**src/rtl/gate_pkg.sv**
```systemverilog
// Shared definitions for the matrix-converter gate-drive monitor.
package gate_pkg;

  localparam int AP = 5;
  localparam int AN = 4;
  localparam int BP = 3;
  localparam int BN = 2;
  localparam int CP = 1;
  localparam int CN = 0;

  localparam logic [1:0] SRC_NONE = 2'b00;
  localparam logic [1:0] SRC_A    = 2'b01;
  localparam logic [1:0] SRC_B    = 2'b10;
  localparam logic [1:0] SRC_C    = 2'b11;

  typedef enum logic [2:0] {
    CL_ZERO,
    CL_PAIR,
    CL_SINGLE,
    CL_OVERLAP,
    CL_ILLEGAL
  } pat_class_e;

  typedef enum logic [1:0] {
    ST_IDLE,
    ST_STEADY,
    ST_COMM,
    ST_FAULT
  } mon_state_e;

  localparam logic [2:0] FC_NONE      = 3'd0;
  localparam logic [2:0] FC_ILLEGAL   = 3'd1;
  localparam logic [2:0] FC_MULTISTEP = 3'd2;
  localparam logic [2:0] FC_DWELL     = 3'd3;
  localparam logic [2:0] FC_DIRECTION = 3'd4;
  localparam logic [2:0] FC_BADENTRY  = 3'd5;

  function automatic logic [2:0] ones6(input logic [5:0] v);
    ones6 = '0;
    for (int i = 0; i < 6; i++) ones6 += {2'b00, v[i]};
  endfunction

endpackage

```
**src/rtl/gate_pattern_classify.sv**
```systemverilog
// Combinational decode of a gate word into pattern class,
// connected source and single-device current direction.
module gate_pattern_classify
  import gate_pkg::*;
(
  input  logic [5:0]  gate_in,
  output pat_class_e  pat_class,
  output logic [1:0]  src,
  output logic        dir
);

  logic [2:0] p_bits;
  logic [2:0] n_bits;
  logic [2:0] ones;

  always_comb begin
    p_bits    = {gate_in[AP], gate_in[BP], gate_in[CP]};
    n_bits    = {gate_in[AN], gate_in[BN], gate_in[CN]};
    ones      = ones6(gate_in);
    pat_class = CL_ILLEGAL;
    src       = SRC_NONE;
    dir       = |p_bits;
    if (gate_in == 6'b000000) begin
      pat_class = CL_ZERO;
    end else if (gate_in == 6'b110000) begin
      pat_class = CL_PAIR;
      src       = SRC_A;
    end else if (gate_in == 6'b001100) begin
      pat_class = CL_PAIR;
      src       = SRC_B;
    end else if (gate_in == 6'b000011) begin
      pat_class = CL_PAIR;
      src       = SRC_C;
    end else if (ones == 3'd1) begin
      pat_class = CL_SINGLE;
    end else if (ones == 3'd2 && (p_bits == 3'b000 || n_bits == 3'b000)) begin
      // both devices share a direction, so they sit on different phases
      pat_class = CL_OVERLAP;
    end
  end

endmodule

```
**src/rtl/gate_monitor.sv**
```systemverilog
// Independent four-step commutation checker for one output leg;
// latches Short on the first rule violation.
module gate_monitor
  import gate_pkg::*;
#(
  parameter int MAX_DWELL = 4,
  parameter int CNT_W     = 16
) (
  input  logic             clk,
  input  logic             rst,
  input  logic [5:0]       gate_in,
  input  logic             CurrentSign,
  output logic             Short,
  output logic [2:0]       fault_code,
  output logic [1:0]       conn_src,
  output logic             commutating,
  output logic [CNT_W-1:0] comm_count
);

  pat_class_e cls;
  logic [1:0] pat_src;
  logic       pat_dir;

  gate_pattern_classify u_classify (
    .gate_in   (gate_in),
    .pat_class (cls),
    .src       (pat_src),
    .dir       (pat_dir)
  );

  mon_state_e       state_q, state_d;
  logic [5:0]       prev_q, prev_d;
  logic [3:0]       dwell_q, dwell_d;
  logic [1:0]       dep_q, dep_d;
  logic [CNT_W-1:0] cnt_q, cnt_d;
  logic             short_q, short_d;
  logic [2:0]       code_q, code_d;
  logic [1:0]       src_q, src_d;
  logic             comm_q, comm_d;

  logic [4:0] dwell_inc;
  logic       multi;
  logic       prev_zero;
  logic       trans;
  logic [2:0] fc;

  always_comb begin
    dwell_inc = {1'b0, dwell_q} + 5'd1;
    multi     = ones6(gate_in ^ prev_q) > 3'd1;
    prev_zero = prev_q == 6'b000000;
    trans     = cls == CL_SINGLE || cls == CL_OVERLAP;
    fc        = FC_NONE;
    if (cls == CL_ILLEGAL)
      fc = FC_ILLEGAL;
    else if (multi && cls != CL_ZERO && !(prev_zero && cls == CL_PAIR))
      fc = FC_MULTISTEP;
    else if (prev_zero && trans)
      fc = FC_BADENTRY;
    else if (cls == CL_SINGLE && gate_in != prev_q && pat_dir != CurrentSign)
      fc = FC_DIRECTION;
    else if (state_q == ST_COMM && trans && dwell_inc > 5'(MAX_DWELL))
      fc = FC_DWELL;
  end

  always_comb begin
    state_d = state_q;
    prev_d  = prev_q;
    dwell_d = dwell_q;
    dep_d   = dep_q;
    cnt_d   = cnt_q;
    short_d = short_q;
    code_d  = code_q;
    src_d   = src_q;
    comm_d  = comm_q;
    if (state_q != ST_FAULT) begin
      prev_d = gate_in;
      if (fc != FC_NONE) begin
        state_d = ST_FAULT;
        short_d = 1'b1;
        code_d  = fc;
        src_d   = SRC_NONE;
        comm_d  = 1'b0;
      end else begin
        unique case (cls)
          CL_PAIR: begin
            if (state_q == ST_COMM && pat_src != dep_q && cnt_q != '1)
              cnt_d = cnt_q + CNT_W'(1);
            state_d = ST_STEADY;
            src_d   = pat_src;
            comm_d  = 1'b0;
            dwell_d = '0;
          end
          CL_SINGLE, CL_OVERLAP: begin
            if (state_q == ST_STEADY) begin
              dep_d   = src_q;
              dwell_d = 4'd1;
            end else begin
              dwell_d = dwell_inc[3:0];
            end
            state_d = ST_COMM;
            src_d   = SRC_NONE;
            comm_d  = 1'b1;
          end
          default: begin
            state_d = ST_IDLE;
            src_d   = SRC_NONE;
            comm_d  = 1'b0;
            dwell_d = '0;
          end
        endcase
      end
    end
  end

  always_ff @(posedge clk) begin
    if (rst) begin
      state_q <= ST_IDLE;
      prev_q  <= '0;
      dwell_q <= '0;
      dep_q   <= SRC_NONE;
      cnt_q   <= '0;
      short_q <= 1'b0;
      code_q  <= FC_NONE;
      src_q   <= SRC_NONE;
      comm_q  <= 1'b0;
    end else begin
      state_q <= state_d;
      prev_q  <= prev_d;
      dwell_q <= dwell_d;
      dep_q   <= dep_d;
      cnt_q   <= cnt_d;
      short_q <= short_d;
      code_q  <= code_d;
      src_q   <= src_d;
      comm_q  <= comm_d;
    end
  end

  assign Short       = short_q;
  assign fault_code  = code_q;
  assign conn_src    = src_q;
  assign commutating = comm_q;
  assign comm_count  = cnt_q;

endmodule
```
**config.mk**
```make
export PLATFORM = sky130hd
export DESIGN_NAME = gate_monitor
export DESIGN_NICKNAME = d
export VERILOG_FILES = /design/src/rtl/gate_pkg.sv /design/src/rtl/gate_pattern_classify.sv /design/src/rtl/gate_monitor.sv
export SDC_FILE = /design/constraint.sdc
export NUM_CORES = 1
export LEC_CHECK = 0
export CAP_MARGIN = 5
export CORE_ASPECT_RATIO = 0.75
export CORE_MARGIN = 5
export CORE_UTILIZATION = 30
export CTS_CLUSTER_DIAMETER = 200
export DETAILED_ROUTE_END_ITERATION = 8
export SLEW_MARGIN = 20
export SYNTH_ARGS = -nofsm -noshare
export SYNTH_HDL_FRONTEND = slang
export SYNTH_SLANG_ARGS = --single-unit
```
**constraint.sdc**
```tcl
create_clock -name clk -period 8.6 [get_ports clk]
set_input_delay 1.72 -clock clk [delete_from_list [all_inputs] [get_ports clk]]
set_output_delay 1.72 -clock clk [all_outputs]
set_load 0.1 [all_outputs]
```
==> results.cfg, run 1 <==
[hold_path]
worstHoldStart = fault_code[1]
min_to = fault_code[1]
hold_path_class = reg -> reg
worstHoldPathCells = 2

[power_and_ir_drop]
p_leak_nw = 1.09
p_total_uw = 554
peakVddDrop_uv = 108
power_density_nw_per_um2 = 197

[global_route]
busiest_layer = met1
grt-ovfl-total = 0
grt_pass1_wl_um = 9520
grt_max_degree = 41
grtUsageTotal_pct = 12.3
met2_usage_pct = 17.3
use_met3_pct = 3.46
use_met1_pct = 17.9
grt_pass1_vias = 1907
antenna_found_initial = 0

[timing]
period_share_pct = 66.2
final_max_slew_viol_count = 0
setup_viol = 0
fmax_mhz = 176
clock_skew_ns = 0.0113
tightest_slew_ns = 0.979
hold_viol = 0
slew_headroom_pct = 34.5
final.setup.tns_ns = 0
finalCriticalPeriod_ns = 5.70
hold_slack_ns = 0.478
rsz0062_at_grt = false

[worst_setup_path]
cp_slowest_cell = clkdlybuf4s50_1
crit_fanout = 6
setup.worst_path.start_class = primary input
worstPathBufferInverterCount = 4
critPathTopFamily = adder cells
reg2reg_slack_ns = 4.70
cp.arrival_ns = 5.88
r2r_start = prev_q[1]
r2r_cells = 10
required_ns = 8.79
crit_chain = clkdlybuf4s50_1 > inv_1 > ha_1 > inv_1 > fa_1 > fa_1 > fa_1 > nand2_1 > o21ai_0 > inv_1 > o41ai_4 > a31oi_1 > a211o_1
worstSetupPathType = in -> reg
critPathMaxStageDelay_ns = 0.58
crit_path_end_kind = flop
regToRegEndpoint = comm_count[4]

[logic_synthesis]
synth_compound_area_share_pct = 17.0
postSynthAreaPerCell_sq_um = 8.47
synth_area_leaders = dfxtp_1, xor2_1, nand2_1, fa_1, ha_1
yosys.area.top_type = dfxtp_1
netlist.area_leader.share_pct = 32.2
synthMuxAreaShare_pct = 1.30
ys.flop_type = dfxtp_1
synth_cell_types = 54
synthAdderAreaFrac_pct = 8.47
synth-xor-area-share_pct = 7.60
synth_simple_gate_area_share_pct = 28.1
syn_nets = 293
ys_seq_area_share_pct = 32.2
syn_area_sq_um = 2300
synth_top_family_by_area = simple AND/OR/NAND/NOR gates
syn-instance-count = 272
yosysWarningCount = 0
synth_edf_count = 0
ys_ff_latch = 37
postSynth.asyncResetShare_pct = 0

[detailed_routing]
wl_per_cell_um = 14.4
drc = 0
drtIter0Drc = 111
drt-total-wl_um = 5760
drt_pass1_iterations = 4
via_per_inst = 4.99
vias = 1997
ant_nets = 0

[cts]
cts_tree = yes
cts_resized = 0
cts_hold_buf = 0
clock_sinks = 37
post_cts_buffers = 0
clock-root-buffer = clkbuf_8
clk_path_buf_depth = 2
cts_buffers = 5
path_clk_slew_ns = 0.08
clk-insertion-delay-late_ns = 0.30
htreeDepth = 2

[run]
cap_viol_max_count = 0

[die]
fp-row-count = 27
start_util_pct = 31.1
fp.coreArea_sq_um = 7400
die_x_um = 111
die-area_sq_um = 9550
ioPinCount = 32
die_height_um = 85.9

[cells_and_area]
final_util_pct = 37.9
drive_gt1_share_pct = 6.69
nets = 319
diodes = 0
area_growth_pct = 21.7

[placement]
place.gp.congestion = 0.821
dp_hpwl_um = 4170
port_buffers = 31

[status]
status = completed
[cell usage after synthesis (all sizes together), types with 2 or more instances]
| library cell | number |
|---|---|
| and3 | 9 |
| clkbuf | 7 |
| mux2i | 3 |
| nand2b | 7 |
| nor4b | 2 |
| a211o | 2 |
| nand2 | 34 |
| fa | 6 |
| nor2 | 17 |
| a31oi | 6 |
| xor2 | 20 |
| a21oi | 14 |
| o32ai | 2 |
| ha | 6 |
| nor3 | 5 |
| a221oi | 2 |
| or2 | 2 |
| or3 | 3 |
| or4 | 4 |
| nand3 | 6 |
| inv | 18 |
| o21ai | 10 |
| dfxtp | 37 |
| nor2b | 2 |
| nand4b | 3 |
| o31ai | 2 |
| nor4 | 2 |
| nand4 | 9 |
| and4 | 4 |
| buf | 6 |
| and2 | 5 |
| nor3b | 2 |
[how the worst max path moves through the flow]
stage,startpoint,end,slack (ns),cells past startpoint
global placement,gate_in[0],dwell_q[2],2.65,13
floorplan,gate_in[0],dwell_q[2],3.65,12
detailed placement,gate_in[1],dwell_q[2],2.60,13
CTS,gate_in[1],dwell_q[3],2.93,13
global route,gate_in[1],dwell_q[3],2.70,13
finish,gate_in[1],dwell_q[3],2.90,13
[metal layers]
metal | vias up | routed length [um] | share of wire [%]
met1 | 939 | 3130 | 54
met2 | 34 | 2320 | 40
met3 | 7 | 227 | 3.9
met4 | 0 | 76 | 1.3
met5 | - | 0 | 0
li1 | 1017 | - | -
[cell families after synthesis]
group,Yosys count
fa+ha+maj,12
flops,37
mux,3
buf+inv,31
xor+xnor,20
compound gates,52
simple gates,117
[power breakdown]
| part | switching [mW] | total, mW | internal (mW) |
|---|---|---|---|
| logic | 0.139 | 0.203 | 0.0638 |
| registers | 0.0110 | 0.194 | 0.183 |
| clock network | 0.0697 | 0.157 | 0.0872 |
[through the flow]
step / cells / cell area, sq um / worst slack (ns)
final: 400 / 2800 / 2.90
after global routing: 400 / 2800 / 2.70
after CTS: 400 / 2800 / 2.93
after detailed placement: 392 / 2690 / 2.60
after global placement: 392 / 2690 / 2.65
after floorplan: 272 / 2300 / 3.65
[tightest hold or removal path, cell delays in order, from the launching register on]
cell and delay [ns]:
dfxtp_1 0.31, o21ai_0 0.06, a21oi_1 0.06
[cells in the final DEF, fill, tap and decap left out, types with 4 or more instances in the layout]
cell / instances
and2_1: 4
xor2_1: 20
clkbuf_8: 5
and3_1: 9
ha_1: 6
dfxtp_1: 37
nor2_1: 17
inv_1: 18
fa_1: 6
nand2b_1: 7
nand3_1: 6
a21oi_1: 14
clkdlybuf4s50_1: 31
nand2_1: 34
and4_1: 4
a31oi_1: 6
nand4_1: 9
o21ai_0: 9
[registers in the layout, indices dropped and copies added, names as in the netlist]
register and flops:
dep_q 2, prev_q 6, state_q 2, Short 1
fault_code 3, commutating 1, dwell_q 4, conn_src 2
comm_count 16
[area by class of cell]
class / instances / area, sq um
sequential: 37 / 741
clock inverter: 2 / 38.8
timing repair buffer: 32 / 318
clock buffer: 6 / 72.6
multi-input combinational: 204 / 1440
tap: 101 / 126
inverter: 18 / 67.6
fill: 777 / 4590
(Power assumes the default switching activity.)
==> run 2: changes to the inputs <==
==> constraint.sdc (replaced) <==
create_clock -name clk -period 4.85 [get_ports clk]
set_input_delay 0.97 -clock clk [delete_from_list [all_inputs] [get_ports clk]]
set_output_delay 0.97 -clock clk [all_outputs]
set_load 0.1 [all_outputs]
==> run 2 against run 1 <==
Effect of this change:
- clock power up 78%
- non-clock buffer count grew 10
- sequential cell count did not move
- cell count is 2.5% higher
- utilization increased by 1.0 points
- sequential share of layout area shrank 0.69 points
- die area stayed put
- first-iteration DRC count shrank 14%
- hold slack worse by 0.0026 ns
- global-route usage is 0.14 points lower
- critical path depth is 1 higher
- wire length decreased by 1.8%
==> results.cfg, run 2 (synthesis results as in run 1) <==
[status]
status = completed

[timing]
hold_viol = 0
finalCriticalPeriod_ns = 4.54
tightest_slew_ns = 0.989
final_max_slew_viol_count = 0
rsz0062_at_grt = false
fmax_mhz = 220
setup_viol = 0
final.setup.tns_ns = 0
clock_skew_ns = 0.00893
slew_headroom_pct = 33.9
period_share_pct = 93.6
hold_slack_ns = 0.475

[worst_setup_path]
required_ns = 5.05
cp.arrival_ns = 4.74
crit_fanout = 6
r2r_cells = 10
setup.worst_path.start_class = primary input
r2r_start = prev_q[3]
regToRegEndpoint = dwell_q[1]
worstSetupPathType = in -> reg
crit_path_end_kind = flop
reg2reg_slack_ns = 1.23

[cells_and_area]
diodes = 0
layout_common_cells = dfxtp_1, nand2_1, clkdlybuf4s50_1, xor2_1, inv_1
area_growth_pct = 25.0
largest_reg_flops = 16
regArea_sq_um = 741
nets = 329
fillers = 739
drive_gt1_share_pct = 9.71
multi_input_area_sq_um = 1440
layout_commonest_cell = dfxtp_1

[detailed_routing]
drtIter0Drc = 96
vias = 2014
drt_pass1_iterations = 4
ant_nets = 0
via_per_inst = 4.91
wl_per_cell_um = 13.8
drt-total-wl_um = 5660
drc = 0

[global_route]
grt_pass1_vias = 1912
grtUsageTotal_pct = 12.2
grt-ovfl-total = 0
antenna_found_initial = 0
grt_pass1_wl_um = 9400
grt_max_degree = 29

[cts]
htreeDepth = 2
cts_tree = yes
cts_buffers = 5
cts_resized = 0
path_clk_slew_ns = 0.09
clk_path_buf_depth = 2
cts_hold_buf = 0
clock-root-buffer = clkbuf_8
clk-insertion-delay-late_ns = 0.30
clock_sinks = 37
post_cts_buffers = 0

[die]
die-area_sq_um = 9550
ioPinCount = 32
die_x_um = 111
die_height_um = 85.9
start_util_pct = 31.1
fp-row-count = 27
fp.coreArea_sq_um = 7400

[power_and_ir_drop]
p_leak_nw = 1.14
peakVddDrop_uv = 196
power_density_nw_per_um2 = 344

[run]
cap_viol_max_count = 0

[hold_path]
worstHoldPathCells = 2
hold_path_class = reg -> reg
worstHoldStart = fault_code[1]
min_to = fault_code[1]

[placement]
place.gp.congestion = 0.811
port_buffers = 31
dp_hpwl_um = 4250
run 2: changes by cell type in the layout (fill, tap and decap cells not counted):
cell   change
buf_4     +10
run 2: worst max path at each step:
stage,slack (ns),end,startpoint
floorplan,0.65,dwell_q[2],gate_in[0]
global placement,0.05,dwell_q[2],gate_in[0]
detailed placement,0.03,conn_src[1],gate_in[0]
CTS,0.34,dwell_q[1],gate_in[0]
global route,0.09,conn_src[0],gate_in[1]
finish,0.31,conn_src[1],gate_in[0]
run 2: area by class of cell:
type | count | share of cell area [%]
inverters | 18 | 2.35
repair buffers | 42 | 13.6
well taps | 101 | 4.39
clock inverters | 2 | 1.35
clock buffers | 6 | 2.52
multi-input cells | 204 | 50.0
flip-flops and latches | 37 | 25.7
run 2: through the flow:
| stage | total power [mW] | cell area (sq um) | utilization (%) | instances | worst slack (ns) |
|---|---|---|---|---|---|
| 2_1_floorplan | 0.625 | 2300 | - | 272 | 0.654 |
| 3_3_place_gp | 0.717 | 2770 | 37.4 | 402 | 0.0471 |
| 3_5_place_dp | 0.716 | 2770 | 37.4 | 402 | 0.0278 |
| 4_1_cts | 0.995 | 2880 | 38.9 | 410 | 0.343 |
| 5_1_grt | 1.05 | 2880 | 38.9 | 410 | 0.0871 |
| 6_report | 0.990 | 2880 | 38.9 | 410 | 0.310 |
run 2: report_power, final:
| group | internal (mW) | switching (mW) | leakage (nW) |
|---|---|---|---|
| registers | 0.325 | 0.0187 | 0.301 |
| clock network | 0.155 | 0.124 | 0.0554 |
| logic | 0.122 | 0.246 | 0.784 |
| total | 0.601 | 0.389 | 1.14 |
run 2: critical path, cell delays in order:
cell and delay (ns):
clkdlybuf4s50_1 0.47, inv_1 0.04, ha_1 0.27, inv_1 0.06
fa_1 0.42, fa_1 0.40, fa_1 0.46, inv_1 0.07
o2111ai_1 0.12, a31oi_1 0.25, nor2_1 0.13, o41ai_4 0.47
nand2_1 0.25, o32ai_1 0.35
run 2: metal layers:
layer,global-route usage (%),wire length (um),vias to the layer above
met2,17.3,2330,51
met5,0,0,-
met1,17.6,2900,916
met4,3.31,40,0
met3,3.95,382,5
li1,-,-,1042
